==> config.mk <==
export PLATFORM = sky130hd
export DESIGN_NAME = pipeline_hazard_controller
export DESIGN_NICKNAME = d
export VERILOG_FILES = /design/src/rtl/cpu_pkg.sv /design/src/rtl/load_use_detector.sv /design/src/rtl/pipeline_hazard_controller.sv
export SDC_FILE = /design/constraint.sdc
export NUM_CORES = 1
export LEC_CHECK = 0
export BUFFER_PORTS_ARGS = -buffer_cell sky130_fd_sc_hd__buf_2
export CAP_MARGIN = 25
export CORE_MARGIN = 2
export CORE_UTILIZATION = 59
export DETAILED_ROUTE_END_ITERATION = 8
export PLACE_DENSITY_LB_ADDON = 0.05
export SETUP_SLACK_MARGIN = 0.3
export SLEW_MARGIN = 10
export SYNTH_ARGS = -nofsm -noshare
export SYNTH_HDL_FRONTEND = slang
export SYNTH_HIERARCHICAL = 1
export SYNTH_SLANG_ARGS = --single-unit
==> constraint.sdc <==
create_clock -name clk -period 6.53 [get_ports clk]
set_input_delay 1.306 -clock clk [delete_from_list [all_inputs] [get_ports clk]]
set_output_delay 1.306 -clock clk [all_outputs]
set_load 0.02 [all_outputs]
==> src/rtl/cpu_pkg.sv <==
// rtl/cpu_pkg.sv - shared pipeline control types for the hazard controller
package cpu_pkg;

   localparam int REG_ADDR_W  = 5;
   localparam int STALL_CNT_W = 16;

   typedef enum logic [1:0] {
      RUN      = 2'd0,
      DIV_WAIT = 2'd1,
      MEM_WAIT = 2'd2
   } hz_state_t;

   typedef struct packed {
      logic pc;
      logic if_id;
      logic id_ex;
      logic ex_mem;
      logic mem_wb;
   } stage_en_t;

   typedef struct packed {
      logic if_id;
      logic id_ex;
      logic ex_mem;
      logic mem_wb;
   } stage_flush_t;

   function automatic logic src_hit(input logic                  uses,
                                    input logic [REG_ADDR_W-1:0] src,
                                    input logic [REG_ADDR_W-1:0] rd);
      return uses && (src == rd);
   endfunction

endpackage

==> src/rtl/load_use_detector.sv <==
// rtl/load_use_detector.sv - flags an ID-stage read of a load still in EX
module load_use_detector
   import cpu_pkg::*;
(
   input  logic                  ex_mem_read_en,
   input  logic [REG_ADDR_W-1:0] ex_rd_addr,
   input  logic [REG_ADDR_W-1:0] id_rs1_addr,
   input  logic [REG_ADDR_W-1:0] id_rs2_addr,
   input  logic                  id_uses_rs1,
   input  logic                  id_uses_rs2,
   output logic                  hazard
);

   // x0 is hardwired zero, so a load targeting it never creates a dependency
   assign hazard = ex_mem_read_en && (ex_rd_addr != '0) &&
                   (src_hit(id_uses_rs1, id_rs1_addr, ex_rd_addr) ||
                    src_hit(id_uses_rs2, id_rs2_addr, ex_rd_addr));

endmodule

==> src/rtl/pipeline_hazard_controller.sv <==
// rtl/pipeline_hazard_controller.sv - stage enable/flush control for memory, divide, branch and load-use hazards
module pipeline_hazard_controller
   import cpu_pkg::*;
#(
   parameter int unsigned MEM_TIMEOUT = 255
)
(
   input  logic                   clk,
   input  logic                   rst,
   input  logic [REG_ADDR_W-1:0]  id_rs1_addr,
   input  logic [REG_ADDR_W-1:0]  id_rs2_addr,
   input  logic                   id_uses_rs1,
   input  logic                   id_uses_rs2,
   input  logic [REG_ADDR_W-1:0]  ex_rd_addr,
   input  logic                   ex_mem_read_en,
   input  logic                   ex_div_start,
   input  logic                   div_done,
   input  logic                   branch_taken,
   input  logic                   dmem_req,
   input  logic                   dmem_ready,
   input  logic                   perf_clear,
   output logic                   pc_enable,
   output logic                   if_id_enable,
   output logic                   id_ex_enable,
   output logic                   ex_mem_enable,
   output logic                   mem_wb_enable,
   output logic                   if_id_flush,
   output logic                   id_ex_flush,
   output logic                   ex_mem_flush,
   output logic                   mem_wb_flush,
   output logic [1:0]             state,
   output logic [STALL_CNT_W-1:0] stall_cycles,
   output logic                   mem_timeout_err
);

   localparam logic [16:0] TIMEOUT_LIM = 17'(MEM_TIMEOUT);

   hz_state_t               state_q;
   hz_state_t               state_d;
   logic                    saved_div_q;
   logic [15:0]             dwell_q;
   logic [16:0]             dwell_inc;
   logic [STALL_CNT_W-1:0]  stall_q;
   logic                    err_q;
   logic                    mem_stall;
   logic                    mem_enter;
   logic                    resume_div;
   logic                    load_use;
   stage_en_t               en;
   stage_flush_t            fl;

   load_use_detector u_load_use (
      .ex_mem_read_en (ex_mem_read_en),
      .ex_rd_addr     (ex_rd_addr),
      .id_rs1_addr    (id_rs1_addr),
      .id_rs2_addr    (id_rs2_addr),
      .id_uses_rs1    (id_uses_rs1),
      .id_uses_rs2    (id_uses_rs2),
      .hazard         (load_use)
   );

   assign mem_stall = dmem_req && !dmem_ready;
   assign mem_enter = mem_stall && (state_q != MEM_WAIT);
   // The release cycle of a memory wait behaves like the state it interrupted
   assign resume_div = (state_q == DIV_WAIT) || ((state_q == MEM_WAIT) && saved_div_q);

   always_comb begin
      en      = '1;
      fl      = '0;
      state_d = state_q;
      if (mem_stall) begin
         en        = '0;
         fl.mem_wb = 1'b1;
         state_d   = MEM_WAIT;
      end else if (resume_div) begin
         if (!div_done) begin
            en.pc     = 1'b0;
            en.if_id  = 1'b0;
            en.id_ex  = 1'b0;
            fl.ex_mem = 1'b1;
         end
         state_d = div_done ? RUN : DIV_WAIT;
      end else begin
         if ((state_q == RUN) && branch_taken) begin
            fl.if_id = 1'b1;
            fl.id_ex = 1'b1;
         end else if (load_use) begin
            en.pc    = 1'b0;
            en.if_id = 1'b0;
            fl.id_ex = 1'b1;
         end
         // A divide finishing in its start cycle never needs to wait
         state_d = (ex_div_start && !div_done) ? DIV_WAIT : RUN;
      end
      if (!(state_q inside {RUN, DIV_WAIT, MEM_WAIT})) begin
         state_d = RUN;
      end
      if (rst) begin
         en = '0;
         fl = '1;
      end
   end

   always_ff @(posedge clk or posedge rst) begin
      if (rst) begin
         state_q     <= RUN;
         saved_div_q <= 1'b0;
      end else begin
         state_q <= state_d;
         if (mem_enter) begin
            saved_div_q <= (state_q == DIV_WAIT);
         end
      end
   end

   assign dwell_inc = {1'b0, dwell_q} + 17'd1;

   // Error is sticky; the FSM keeps waiting regardless
   always_ff @(posedge clk or posedge rst) begin
      if (rst) begin
         dwell_q <= '0;
         err_q   <= 1'b0;
      end else if (mem_enter) begin
         dwell_q <= '0;
      end else if ((state_q == MEM_WAIT) && mem_stall) begin
         if (dwell_q != 16'hFFFF) begin
            dwell_q <= dwell_inc[15:0];
         end
         if (dwell_inc >= TIMEOUT_LIM) begin
            err_q <= 1'b1;
         end
      end
   end

   always_ff @(posedge clk or posedge rst) begin
      if (rst) begin
         stall_q <= '0;
      end else if (perf_clear) begin
         stall_q <= '0;
      end else if (!en.pc && (stall_q != '1)) begin
         stall_q <= stall_q + 1'b1;
      end
   end

   assign pc_enable       = en.pc;
   assign if_id_enable    = en.if_id;
   assign id_ex_enable    = en.id_ex;
   assign ex_mem_enable   = en.ex_mem;
   assign mem_wb_enable   = en.mem_wb;
   assign if_id_flush     = fl.if_id;
   assign id_ex_flush     = fl.id_ex;
   assign ex_mem_flush    = fl.ex_mem;
   assign mem_wb_flush    = fl.mem_wb;
   assign state           = state_q;
   assign stall_cycles    = stall_q;
   assign mem_timeout_err = err_q;

endmodule

* Word level (Yosys, flattened, before mapping)
Cells that the tools add are included.
** Word-level totals
- Register bits after elaboration :: 36
- Output and inout port bits :: 28
- Logic and storage cells :: 67
** Operators by class
- $add $sub $neg :: 2
- Magnitude comparators :: 1
- Eq/ne operators :: 7
- Multiplexer cells :: 27
- Bitwise gates (word level) :: 1
- Reductions and logical operators :: 24
** Operators by type and width (count)
- $mux W16 :: 5
- $ne A16 B16 Y1 const B :: 2
- $add A16 B1 Y17 const B :: 1
- $ge A17 B8 Y1 const B :: 1
- $add A16 B1 Y16 const B :: 1
- $mux W2 :: 7
- $logic_and A1 B1 Y1 :: 11
- $eq A5 B5 Y1 :: 2
- $mux W1 :: 10
- $mux W3 :: 3
- $reduce_bool A2 Y1 :: 3
- $mux W5 :: 1
- $reduce_bool A5 Y1 :: 1
- $mux W4 :: 1
- $logic_not A1 Y1 :: 3
- $reduce_and A3 Y1 :: 1
- $reduce_bool A3 Y1 :: 1
- $eq A2 B1 Y1 const B :: 1
- $eq A2 B2 Y1 const B :: 1
- $logic_not A2 Y1 :: 1
- $logic_or A1 B1 Y1 :: 2
- $ne A2 B2 Y1 const B :: 1
- $reduce_and A2 Y1 :: 1
- $not A1 Y1 :: 1

* Depth between registers and ports, before layout
Gate-level depths: netlist (run 1).
- Word-level depth :: 13
- Gate-level depth with buffers :: 10
- Depth with buffers taken out :: 9

* Cells and area by module
The synthesis (run 1) kept the hierarchy.
** By module, submodules not included
- pipeline_hazard_controller :: instances 1, cells each 268, area an instance 2289.7 um2, seq. area each 900.9 um2
- load_use_detector :: instances 1, cells each 17, area an instance 133.9 um2, seq. area each 0.0 um2

* Least setup slack after synthesis (run 1)
OpenSTA, ideal clock, no wires.
- Kind :: in2out
- From :: input port ex_rd_addr[0]
- To :: output port pc_enable
- Arrival time :: 2.783 ns
- Data required time :: 5.224 ns
- Path slack :: 2.441 ns
- Cell stages on the path :: 9
- Path through :: xor2_1 > nor4_2 > nand3_1 > a21oi_1 > inv_1 > o221ai_2 > buf_4 > inv_1 > buf_4
** On the way
- Cells in the longest elaborated chain, start to end :: 9
** RTL lines
- from (decl) :: line pipeline_hazard_controller.sv:14 : input logic [REG_ADDR_W-1:0] ex_rd_addr,
- $eq A5 B5 Y1 :: line cpu_pkg.sv:31 : return uses && (src == rd);
- $logic_and A1 B1 Y1 :: line cpu_pkg.sv:31
- $logic_or A1 B1 Y1 :: line load_use_detector.sv:16 : (src_hit(id_uses_rs1, id_rs1_addr, ex_rd_addr) ||
- $logic_and A1 B1 Y1 * :: line load_use_detector.sv:15 : assign hazard = ex_mem_read_en && (ex_rd_addr != '0) &&
- net load_use :: line pipeline_hazard_controller.sv:48 : logic load_use;
- $mux W2 * :: line pipeline_hazard_controller.sv:87 : end else if (load_use) begin
- $mux W2 * :: line pipeline_hazard_controller.sv:84 : if ((state_q == RUN) && branch_taken) begin
- $mux W2 * :: line pipeline_hazard_controller.sv:75 : end else if (resume_div) begin
- $mux W3 * :: line pipeline_hazard_controller.sv:71 : if (mem_stall) begin
- $mux W5 * :: line pipeline_hazard_controller.sv:98 : if (rst) begin
- to (decl) :: line pipeline_hazard_controller.sv:22 : output logic pc_enable,
The timed path passes the listed nets; every way through them passes the cells marked *.

* Worst setup path after layout (run 1)
- From :: input port ex_rd_addr[1]
- To :: output port if_id_enable
** On the way
- Cells in the longest elaborated chain, start to end :: 9
** RTL lines
- $eq A5 B5 Y1 :: line cpu_pkg.sv:31
- $logic_and A1 B1 Y1 :: line cpu_pkg.sv:31
- $logic_or A1 B1 Y1 :: line load_use_detector.sv:16
- $logic_and A1 B1 Y1 * :: line load_use_detector.sv:15
- net load_use :: line pipeline_hazard_controller.sv:48
- $mux W2 * :: line pipeline_hazard_controller.sv:87
- $mux W2 * :: line pipeline_hazard_controller.sv:84
- $mux W2 * :: line pipeline_hazard_controller.sv:75
- $mux W3 * :: line pipeline_hazard_controller.sv:71
- $mux W5 * :: line pipeline_hazard_controller.sv:98
- to (decl) :: line pipeline_hazard_controller.sv:23 : output logic if_id_enable,
Marked as above.

==> results of run 1 <==
Yosys cell counts, drive strengths merged, types with 2 or more instances:
cell	count
nand3	24
xor2	23
nor2	35
a21oi	10
o41ai	2
or4	3
dfrtp	36
and4	3
and3	6
o21ai	26
buf	13
nand4	8
clkbuf	2
and2	3
nand2b	11
ha	3
a21o	2
mux2i	2
xnor2	6
nor3	8
o31ai	7
inv	8
a31oi	2
nand2	20
nor2b	5
nor3b	2
nor4	5
metrics by stage:
stage	util, %	cells	hold slack [ps]	total power, mW
2_1_floorplan	-	285	481	0.280
3_3_place_gp	67.2	374	496	0.300
3_5_place_dp	67.2	374	511	0.302
4_1_cts	69.9	382	526	0.497
5_1_grt	69.9	382	568	0.514
6_report	69.9	382	520	0.492
where the power goes:
part           switching (mW)  internal (mW)  total, mW
combinational          0.0406         0.0231     0.0637
sequential            0.00592          0.227      0.233
clock                  0.0815          0.113      0.195
final timing paths:
path                                    startpoint                      endpoint  cells after the start
max                                  ex_rd_addr[1]                  if_id_enable                      9
max in group asynchronous                      rst   stall_cycles[1]$_DFFE_PP0P_                      3
max reg2reg                     state[0]$_DFF_PP0_  stall_cycles[13]$_DFFE_PP0P_                      6
min in group asynchronous                      rst        dwell_q[7]$_DFFE_PP0P_                      2
min reg2reg                dwell_q[15]$_DFFE_PP0P_       dwell_q[15]$_DFFE_PP0P_                      1
min                        dwell_q[15]$_DFFE_PP0P_       dwell_q[15]$_DFFE_PP0P_                      1
cell families (layout without fill, tap and decap cells):
| group | count (synthesis) | in the layout | synth area share (%) |
|---|---|---|---|
| and+or+nand+nor | 136 | 136 | 30.7 |
| AOI/OAI and AO/OA | 55 | 55 | 13.9 |
| DFF | 36 | 36 | 37.2 |
| adders and majority gates | 3 | 3 | 1.55 |
| xor gates and xnor gates | 29 | 29 | 10.5 |
| buffers and inverters | 23 | 70 | 4.96 |
| muxes | 3 | 3 | 1.29 |
per-layer routing:
metal / track usage [%] / vias to the layer above
met4: 5.75 / 0
met1: 28.5 / 1003
met2: 42.2 / 47
met5: 0 / -
li1: - / 1091
met3: 5.59 / 6
registers in the layout, summed over array words and instances, names as in the netlist:
signal and flops:
dwell_q 16, mem_timeout_err 1, state 2, stall_cycles 16
saved_div_q 1
critical path, stage by stage:
cell                       delay [ps]
sky130_fd_sc_hd__buf_2            120
sky130_fd_sc_hd__xor2_1           170
sky130_fd_sc_hd__nor4_1           300
sky130_fd_sc_hd__nand3_1          110
sky130_fd_sc_hd__a21oi_1          210
sky130_fd_sc_hd__inv_1             80
sky130_fd_sc_hd__o221ai_2         530
sky130_fd_sc_hd__inv_1            120
sky130_fd_sc_hd__buf_2            190
layout make-up:
class	instances	area, µm²
clock buffers	6	72.6
clock inverters	2	35.0
fillers	327	1190
inverters	8	30.0
multi-input cells	226	1400
flip-flops and latches	36	901
well taps	50	62.6
repair buffers	54	273
==> results, run 1 <==
- During I/O placement, the number of pins put on the boundary was 54.
- Dividing the detail-routed wire length by the instance count gives 13.7 µm.
- The final number of max-transition violations is 0.
- In this run the cell area of the synthesized design comes to 2420 µm².
- Entering global routing, the biggest net connects 27 pins.
- In this run the post-CTS setup repair buffer count came out at 0.
- The global placer's final weighted congestion is 0.812.
- By area the synthesized netlist is led by sky130_fd_sc_hd__dfrtp_1 37%, sky130_fd_sc_hd__xor2_1 8.3%, sky130_fd_sc_hd__nor2_1 5.4%.
- For this run, the post-layout net count is 360.
- The buffer cell driving the clock tree root is sky130_fd_sc_hd__clkbuf_8.
- For this run, design rule violations remaining after detail routing come to 0.
- The clock latency on the worst-skew pair is 290 ps.
- The worst setup slack after layout is 2090 ps.
- Before antenna repair, the detailed router went through 5 iterations.
- The maximum clock frequency is 225 MHz.
- For this design, the sink count on the clock tree is 36.
- The post-synthesis sequential element count is 36.
- The share of the yosys chip area belonging to registers is between 30% and 40%.
- The die is slightly below 70 µm tall.
- The number of buffers between clock root and the deepest sink is 2.
- Gates resized during post-CTS repair numbered 0.
- The final critical-path share of the clock period is 68.1%.
- The detailed router finished its first iteration with 143 violations.
- The via count of the routed design is roughly 2,100.
- The library cells used most frequently in the layout, excluding fill and tap cells, are 53 x sky130_fd_sc_hd__buf_2, 36 x sky130_fd_sc_hd__dfrtp_1, 35 x sky130_fd_sc_hd__nor2_1.
- The average instance in the mapped netlist occupies about 8.5 µm².
- The via density per instance is 5.62.
- The leakage power is 1.29 nW.
- Max-cap violations in this run came to 0.
- After detailed routing, the wire length on met1 is 2.36 mm.
- Yosys printed 6 warnings.
- Detailed routing placed a total of about 260 µm of wire on met3.
- The slew of the pin with the lowest slew margin is 770 ps.
- The total routing resource utilization after global routing is 23.6%.
- The routed design has 5.24 mm of wire.
- The distinct cell type count of the synthesized netlist is 48.
- Synthesis handed over a netlist of 285 instances.
- The hold violation total from the final report was 0.
- The clock tree synthesis step divided the H-tree into 2 levels.
- The initial antenna violation count is 0.
- The clock tree from TritonCTS is yes.
- The total number of placement rows is 23.
- In this run the tool buffered the top-level ports with 53 buffer cells.
- Global routing finished with a remaining overflow of 0.
- The highest routing layer actually used is met4.
- The post-route cell area is 2780 µm².
- The worst endpoint data arrival time is 3140 ps.
- Compared with the post-synthesis result, the final layout area differs by 14.6%.
- The largest fanout of any net on the critical path is 16.
- The summed negative setup slack over all endpoints is 0 ps.
- Dividing total power by cell area gives a power density of 177 nW/µm².
- The largest total area in the synthesized netlist belongs to sky130_fd_sc_hd__dfrtp_1.
- Data on the critical path is required at its endpoint by 5220 ps.
- The type of the worst setup path is in2out.
- Buffers inserted during clock tree synthesis total 5.
- In this run the biggest area consumer among cell types represents 37.2% of the synthesized area.
- The wire length on met2 is 2.57 mm.
- The half-perimeter wire length of the detailed placement result is around 3.8 mm.
- The worst setup timing slack at the placement stage is 2090 ps.
- The number of global-route vias before repair came to 1,877.
- The worst setup path is launched from a primary input.
- The library cell used most frequently in the layout, excluding fill and tap cells, is sky130_fd_sc_hd__buf_2.
- After synthesis, the share of flip-flops with an asynchronous set or reset is 100%.
- The worst max-slew margin expressed relative to the limit is 48.7%.
- Setup violations remaining at the end of the flow were counted as 0.
- Between clock sinks in the finished design, the worst skew comes to roughly 9.6 ps.
- Clock-pin slew was measured on the worst setup and hold paths at about 70 ps.
- The number of nets handed over by synthesis was 314.
- The number of hold buffers added after CTS was 0.
- The die boundary width is 68.1 µm.
- The total cell area at the placement stage is 2670 µm².
- The critical path endpoint category is an output port.
- Setup repair after global routing left no endpoint under its margin.
- For the finished layout, the period the worst path requires is roughly 4400 ps.
- The number of flops mapped to enable cells by yosys is 0.
- The flip-flop cell with the highest count after synthesis is sky130_fd_sc_hd__dfrtp_1.
- In the final layout, the share of cells above drive strength 1 is a little over a fifth.
- In this run the worst hold path is classified as reg2reg.
- The area of the core is between 3000 and 4000 µm².
- Once the floorplan was initialized, standard cells occupied about 60% of the core.
- The first global-routing pass estimated 8.34 mm of wire.
- The count of nets left with antenna violations once routing finished came out at 0.
- The final antenna diode count is 0.
- Across the VDD grid, the largest voltage drop is 122 µV.
- The floorplan step defined a die boundary enclosing 4640 µm².
- The worst register-to-register path has a setup slack of between 4000 and 5000 ps.
- The run finished with clean final reports.
Power figures use the tool's default switching activity.
==> run 2: changes to the inputs <==
--- a/config.mk
+++ b/config.mk
@@ -5,10 +5,11 @@
 export SDC_FILE = /design/constraint.sdc
 export NUM_CORES = 1
 export LEC_CHECK = 0
+export ABC_AREA = 1
 export BUFFER_PORTS_ARGS = -buffer_cell sky130_fd_sc_hd__buf_2
 export CAP_MARGIN = 25
 export CORE_MARGIN = 2
-export CORE_UTILIZATION = 59
+export CORE_UTILIZATION = 55
 export DETAILED_ROUTE_END_ITERATION = 8
 export PLACE_DENSITY_LB_ADDON = 0.05
 export SETUP_SLACK_MARGIN = 0.3
==> constraint.sdc (replaced) <==
create_clock -name clk -period 4.4 [get_ports clk]
set_input_delay 0.88 -clock clk [delete_from_list [all_inputs] [get_ports clk]]
set_output_delay 0.88 -clock clk [all_outputs]
set_load 0.02 [all_outputs]
==> run 2 against run 1 <==
  * Die area is 15% higher
  * First-iteration DRC count is 22% lower
  * Sequential power is 48% higher
  * Area after synthesis is 7.9% higher
  * Cell area is 8.9% higher
  * Non-clock buffer count stayed put
  * Routed wire length is 9.8% higher
  * Final cell count is 27% higher
  * Largest cell class unchanged
==> results, run 2 <==
- The flow ran to the end, and the final reports show no timing, DRC or antenna violations.
- The tree is rooted in a sky130_fd_sc_hd__clkbuf_8.
- The via count of the routed design is 2,517.
- The synthesized design contains 36 register bits.
- Dividing the final minimum period by the clock period gives 65.3%.
- After the first detailed-routing iteration, the DRC count stood at between 100 and 150.
- The tool flagged a number of max-cap violations equal to 0.
- Among all stages on the critical path, the largest delay is contributed by sky130_fd_sc_hd__a21oi_1.
- The largest family of logic cells by synthesized area is simple AND/OR/NAND/NOR gates.
- After synthesis, the cell types taking the most area are sky130_fd_sc_hd__dfrtp_1 34%, sky130_fd_sc_hd__nand2_1 13%, sky130_fd_sc_hd__nand3_1 8.0%.
- The clock drives 36 sinks.
- The number of buffers between clock root and the deepest sink is 2.
- At the end of the flow, the number of nets in the layout was 461.
- The largest fanout of any net on the critical path is 4.
- For this run, design rule violations remaining after detail routing come to 0.
- The parity-gate share of the synthesized area counting xor and xnor cells is 5.02%.
- The die covers ~5300 µm².
- The initial utilization of the core area, before any placement, comes to 56.1%.
- The die boundary width is ~73 µm.
- The mux cell area share after synthesis is 0%.
- The internal power contribution is approximately 0.57 mW.
- The minimum clock period after layout is 2870 ps.
- The clock tree synthesis step divided the H-tree into 2 levels.
- By instance count, the leading cell after synthesis is sky130_fd_sc_hd__nand2_1.
- The maximum VDD drop is ~180 µV.
- After detailed routing, the total wire length is approximately 5.8 mm.
- The wire length of the first global-routing pass is 10.1 mm.
- The compound-gate portion of the synthesized area is 11.0%.
- The via density per instance is 5.17.
- Cells with a size suffix above 1 make up 22.4% of the layout.
- The most common cell after layout, fill and taps aside is sky130_fd_sc_hd__nand2_1.
- Power spread over the standard cell area amounts to 256 nW/µm².
- The sequential standard cell area is 901 µm².
- Counting flops with a built-in enable in the synthesized netlist gives 0.
- The count of buffering cells on the critical path with inverters included is 4.
- The clock-pin transition on the worst setup and hold timing paths is 70 ps.
- Data on the critical path is required at its endpoint by 3520 ps.
- The tightest min-delay check is of the reg2reg type.
- The power spent charging and discharging nets is 0.202 mW.
- Based on the critical path, the design can be clocked at up to 348 MHz.
- After synthesis, the share of flip-flops with an asynchronous set or reset is 100%.
- The largest stage delay on the critical path is 220 ps.
- The post-route cell area is 3020 µm².
- In this run switching power makes up 26.1% of total power.
- The worst setup path is launched from a primary input.
- Synthesis instantiated 31 different standard cells from the library.
- The number of global-route vias before repair is 2,404.
- The remaining number of nets flagged by the antenna check after routing is 0.
- During synthesis, Yosys emitted a total of 6 warnings.
- The pin count of the biggest net entering global routing is 27.
- The final number of max-transition violations was 0.
- Dividing the detail-routed wire length by the instance count gives about 12 µm.
- Clock skew on the completed layout was measured at 8.28 ps.
- The largest area contributor in the netlist is sky130_fd_sc_hd__dfrtp_1.
- The layout has 430 filler cells.
- The synthesized netlist devotes 37.3% of its cell area to simple gates.
- TritonCTS built the clock tree.
- The kind of cell with the highest combined delay along the critical path is simple AND/OR/NAND/NOR gates.
- In this run, post-CTS hold repair placed 0 buffers.
- The slew of the pin with the lowest slew margin is 857 ps.
- The worst setup path is captured at an output port.
- A synthesized cell averages 6.92 µm².
- The total number of placement rows is 25.
- The setup-violating endpoint count in the final report is 0.
- The leakage power is 1.51 nW.
- The power share of the clock group is 41.9%.
- The total cell area at the placement stage is 2900 µm².
- In the layout the commonest cells are 94 x sky130_fd_sc_hd__nand2_1, 54 x sky130_fd_sc_hd__inv_1, 53 x sky130_fd_sc_hd__buf_2.
- The floorplan die height is 73.0 µm.
- The clock latency on the worst-skew pair is 290 ps.
- Of the total power, registers draw 44.5%.
- The summed negative setup slack over all endpoints is 0 ps.
- Sorting the synthesized cells by how often they occur yields 94 x sky130_fd_sc_hd__nand2_1, 54 x sky130_fd_sc_hd__inv_1, 46 x sky130_fd_sc_hd__nor2_1.
- The hold violation total from the final report is 0.
- The layout overhead on the synthesized area is 15.6%.
- The area of the core is 4660 µm².
- Detailed placement ended at an HPWL of between 4 and 5 mm.
- The initial antenna violation count was 0.
- The remaining global-route overflow is 0.
- The number of instances resized during post-cts repair is 0.
- The cell area that synthesis handed to floorplanning was 2620 µm².
- The congestion estimate from routability-driven global placement came to around 0.88.
- The repair_antennas step left the layout with diodes totalling 0.
- The signal on the critical path passes through buf_2 -> inv_2 -> nand2_2 -> nand2_1 -> nor2_1 -> nand3_1 -> a21oi_1 -> nand3_1 -> nand2_2 -> inv_1 -> buf_2.
- Measured against its own limit, the worst slew margin works out to 42.7%.
- The number of optimization iterations in the first detailed-route pass is 6.
- The share of the yosys chip area belonging to registers is 34.4%.
- The instance count of the mapped netlist is 378.
- In the final layout, the multi-input gates occupy 1430 µm².
- The type of the worst setup path is in2out.
- Across every metal layer, demand over resource in global routing totals between 20% and 30%.
- Counting every net in the synthesized netlist gives 407.
- Of the post-synthesis cell area, the dominant cell type holds between 30% and 40%.
- In the synthesized netlist the dominant register cell turns out to be sky130_fd_sc_hd__dfrtp_1.
- The number of port buffers is 53.
- The TritonCTS buffer count is 5.
- The fraction of power consumed by combinational cells is 13.5%.
- Setup repair after global routing left no endpoint under its margin.
- Post-CTS timing repair inserted 0 buffers for setup.
- The I/O pin count is 54.
- Of the total synthesized cell area, the portion taken by full adders, half adders and majority gates is 1.44%.
- Data arrives at the worst endpoint at 1990 ps.
-- run 2: layout make-up --
| type | count | area share, % |
|---|---|---|
| Multi-Input combinational cell | 275 | 47.3 |
| Timing Repair Buffer | 54 | 9.02 |
| Clock buffer | 7 | 3.19 |
| Inverter | 60 | 7.45 |
| Clock inverter | 1 | 0.993 |
| Sequential cell | 36 | 29.8 |
| Tap cell | 54 | 2.23 |
-- run 2: tightest hold or removal path, stage by stage (launching register included) --
cell and delay [ps]:
sky130_fd_sc_hd__dfrtp_1 340, sky130_fd_sc_hd__inv_1 40, sky130_fd_sc_hd__nand2_1 50
-- run 2: metrics by stage --
stage	setup slack, ps	power [mW]	std cells	hold WS [ps]	utilization (%)
2_1_floorplan	1320	0.424	378	452	-
3_3_place_gp	1550	0.454	479	448	62.2
3_5_place_dp	1510	0.456	479	454	62.2
4_1_cts	1510	0.778	487	474	64.9
5_1_grt	1350	0.807	487	492	64.9
6_report	1530	0.773	487	467	64.9
-- run 2: routing by layer --
layer,up-vias,routed length [µm],global-route usage [%]
met1,1158,2540,28.0
met5,-,0,0
met2,32,2920,44.2
met3,10,193,5.52
li1,1317,-,-
met4,0,110,8.44
-- run 2: kinds of logic after synthesis --
family                     after synthesis
adders and majority gates                3
DFF                                     36
and+or+nand+nor                        215
xor gates and xnor gates                15
buffers and inverters                   67
AOI/OAI and AO/OA                       42
-- run 2: path summary, 6_finish.rpt --
path / from / to / slack (ps) / cells past startpoint
max: ex_rd_addr[4] / if_id_enable / 1530 / 11
max reg2reg: dwell_q[1]$_DFFE_PP0P_ / dwell_q[5]$_DFFE_PP0P_ / 2430 / 7
min: mem_timeout_err$_DFFE_PP0P_ / mem_timeout_err$_DFFE_PP0P_ / 470 / 2
max in group asynchronous: rst / dwell_q[1]$_DFFE_PP0P_ / 3050 / 3
min in group asynchronous: rst / stall_cycles[9]$_DFFE_PP0P_ / 630 / 2
min reg2reg: mem_timeout_err$_DFFE_PP0P_ / mem_timeout_err$_DFFE_PP0P_ / 470 / 2
-- run 2: power groups by stage --
stage	Combinational (mW)	Sequential [mW]	Clock, mW
3_3_place_gp	0.104	0.350	0
4_1_cts	0.106	0.344	0.328
2_1_floorplan	0.0702	0.354	0
3_5_place_dp	0.106	0.351	0
6_report	0.105	0.344	0.324
5_1_grt	0.119	0.345	0.342
==> run 3: changes to the inputs <==
--- a/config.mk
+++ b/config.mk
@@ -9,7 +9,7 @@
 export BUFFER_PORTS_ARGS = -buffer_cell sky130_fd_sc_hd__buf_2
 export CAP_MARGIN = 25
 export CORE_MARGIN = 2
-export CORE_UTILIZATION = 55
+export CORE_UTILIZATION = 50
 export DETAILED_ROUTE_END_ITERATION = 8
 export PLACE_DENSITY_LB_ADDON = 0.05
 export SETUP_SLACK_MARGIN = 0.3
==> constraint.sdc (replaced) <==
create_clock -name clk -period 2.6 [get_ports clk]
set_input_delay 0.52 -clock clk [delete_from_list [all_inputs] [get_ports clk]]
set_output_delay 0.52 -clock clk [all_outputs]
set_load 0.02 [all_outputs]
==> run 3 against run 2 <==
  * Cell area increased by 0.17%
  * Worst hold slack got worse by 84 ps
  * Die area is 9.4% higher
  * Flip-flop and latch count unchanged
  * Largest power group unchanged
  * Highest routed layer unchanged
==> results, run 3 (same netlist as run 2, synthesis figures left out) <==
- The power per cell area is 386 nW/µm².
- Measured along the y axis, the die boundary spans 76.3 µm.
- The buffer cell driving the clock tree root is sky130_fd_sc_hd__clkbuf_8.
- After detailed routing, the number of remaining DRC violations is 0.
- The hold violation total from the final report is 0.
- Adding up every negative setup slack in the final design gives 0 ps.
- In this run the tool buffered the top-level ports with 53 buffer cells.
- Cells with a size suffix above 1 make up 23.0% of the layout.
- STA classifies the critical path endpoint as an output port.
- The half-perimeter wire length of the detailed placement result is 4.57 mm.
- The DRC violation total after the first TritonRoute iteration is ~170.
- The wire length of the first global-routing pass is 10.3 mm.
- The remaining number of nets flagged by the antenna check after routing is 0.
- The final layout contains 463 nets.
- The total number of placement rows is 26.
- The number of clock buffers added by TritonCTS is 5.
- The worst min-delay path class is in2async.
- The total routing resource utilization after global routing is a little over a fifth.
- Gates resized during post-CTS repair numbered 0.
- The category of the worst setup path launch point is a primary input.
- The clock latency on the worst-skew pair is 300 ps.
- The via count of the routed design is 2,559.
- The analysis attributes to cell leakage a power of about 1.5 nW.
- Data on the critical path is required at its endpoint by 2080 ps.
- The die boundary width is 76.3 µm.
- The remaining global-route overflow is 0.
- At the pin with the least slew margin, the transition time is 551 ps.
- The critical path is of the in2out type.
- The setup-violating endpoint count in the final report is 0.
- Headroom to the max-slew limit came out at 63.2%.
- The region available for standard cell placement spans 5070 µm².
- For this block, the routed nets add up to 6.00 mm of wire.
- The sequential standard cell area is 901 µm².
- The final antenna diode count is 0.
- For this run, the detailed router's first-pass iteration total came to 6.
- Setup repair after global routing left no endpoint under its margin.
- The initial antenna violation count is 0.
- Leaving out fill and tap cells, the most frequent cell in the layout is sky130_fd_sc_hd__nand2_1.
- For this design, the sink count on the clock tree is 36.
- The number of maximum-capacitance violations is 0.
- The layout overhead on the synthesized area is 15.8%.
- The multi-input combinational cell area is 1430 µm².
- The critical path goes through buf_2 -> inv_1 -> nor2_1 -> a21oi_1 -> nand3_1 -> a21oi_1 -> a31oi_1 -> o31ai_1 -> buf_2.
- The number of fill cells is between 400 and 500.
- The minimum clock period after layout is 2110 ps.
- The routed length per placed instance is 11.9 µm.
- The final critical-path share of the clock period is 81.1%.
- The run finished with clean final reports.
- The die covers 5820 µm².
- The buffers inserted during post-CTS setup optimization is 0.
- Routability-driven placement finished with a final weighted congestion of 0.867.
- For this design, the slowest cell found on the critical path is sky130_fd_sc_hd__buf_2.
- The depth of the CTS H-tree is 2.
- The worst reg-to-reg setup slack is ~750 ps.
- The worst endpoint data arrival time is 1590 ps.
- The final number of max-transition violations is 0.
- The via density per instance is 5.07.
- The longest clock path from root to sink contains 2 buffers.
- The starting density of the core is approximately half.
- Clock-pin slew was measured on the worst setup and hold paths at 80 ps.
- The library cells used most frequently in the layout, excluding fill and tap cells, are 94 x sky130_fd_sc_hd__nand2_1, 53 x sky130_fd_sc_hd__inv_1, 53 x sky130_fd_sc_hd__buf_2.
- Along the worst path, the maximum fanout reaches 4.
- The number of global-route vias before repair is 2,331.
- The clock skew is 9.34 ps.
- Static timing analysis puts the maximum clock frequency at 474 MHz.
- 54 I/O pins were placed.
- The largest stage delay on the critical path is approximately 200 ps.
- The count of hold-fix buffers inserted at cts is 0.
- The worst-case IR drop observed on VDD is around 340 µV.
- The pin count of the biggest net entering global routing is 37.
- TritonCTS built the clock tree.
- Final hold analysis gives a worst-case slack of roughly 380 ps.
run 3: cell count changes in the layout (fill, tap and decap cells not counted):
| cell | delta |
|---|---|
| sky130_fd_sc_hd__clkinvlp_4 | +3 |
| sky130_fd_sc_hd__bufinv_16 | -1 |
| sky130_fd_sc_hd__buf_4 | +2 |
| sky130_fd_sc_hd__inv_1 | -1 |
| sky130_fd_sc_hd__clkinv_4 | +1 |
| sky130_fd_sc_hd__clkbuf_8 | -2 |
run 3: cell type report:
cell class	instances	share of cell area (%)
tap	70	2.89
sequential	36	29.7
timing repair buffer	56	9.50
clock buffer	5	2.27
multi-input combinational	275	47.3
clock inverter	3	0.785
inverter	60	7.56
run 3: power breakdown:
group | internal (mW) | leakage (nW) | switching (mW)
registers | 0.571 | 0.493 | 0.0107
logic | 0.0590 | 0.958 | 0.122
clock network | 0.190 | 0.0404 | 0.219
total | 0.819 | 1.49 | 0.351
run 3: routing by layer:
metal | routed length (µm) | share of wire, % | up-vias | track usage, %
li1 | - | - | 1320 | -
met1 | 2700 | 45 | 1170 | 28.2
met2 | 2940 | 49 | 62 | 37.0
met3 | 283 | 4.7 | 7 | 3.55
met4 | 69 | 1.2 | 0 | 6.91
met5 | 0 | 0 | - | 0
run 3: per-stage QoR:
stage	util, %	total power, mW	area, µm²	std cells	setup slack (ps)
after detailed placement	57.9	0.774	2940	497	468
final	59.7	1.17	3030	505	492
after floorplan	-	0.718	2620	378	389
after global routing	59.7	1.24	3030	505	349
after CTS	59.7	1.19	3030	505	467
after global placement	57.9	0.772	2940	497	474
run 3: worst paths after layout:
check                                            startpoint                          end  depth (start not counted)
worst max register to register  stall_cycles[0]$_DFFE_PP0P_  stall_cycles[2]$_DFFE_PP0P_                          8
worst min register to register  mem_timeout_err$_DFFE_PP0P_  mem_timeout_err$_DFFE_PP0P_                          2
min in group clk                mem_timeout_err$_DFFE_PP0P_  mem_timeout_err$_DFFE_PP0P_                          2
worst max-delay path                          ex_rd_addr[2]                  id_ex_flush                          9
worst min-delay path                                    rst       dwell_q[3]$_DFFE_PP0P_                          3
max in group asynchronous                               rst  stall_cycles[1]$_DFFE_PP0P_                          3
run 3: worst max-delay path: cells and delay by family:
| family | cells | cell delay (ps) |
|---|---|---|
| compound gates | 4 | 540 |
| simple gates | 2 | 130 |
| buf+inv | 3 | 390 |
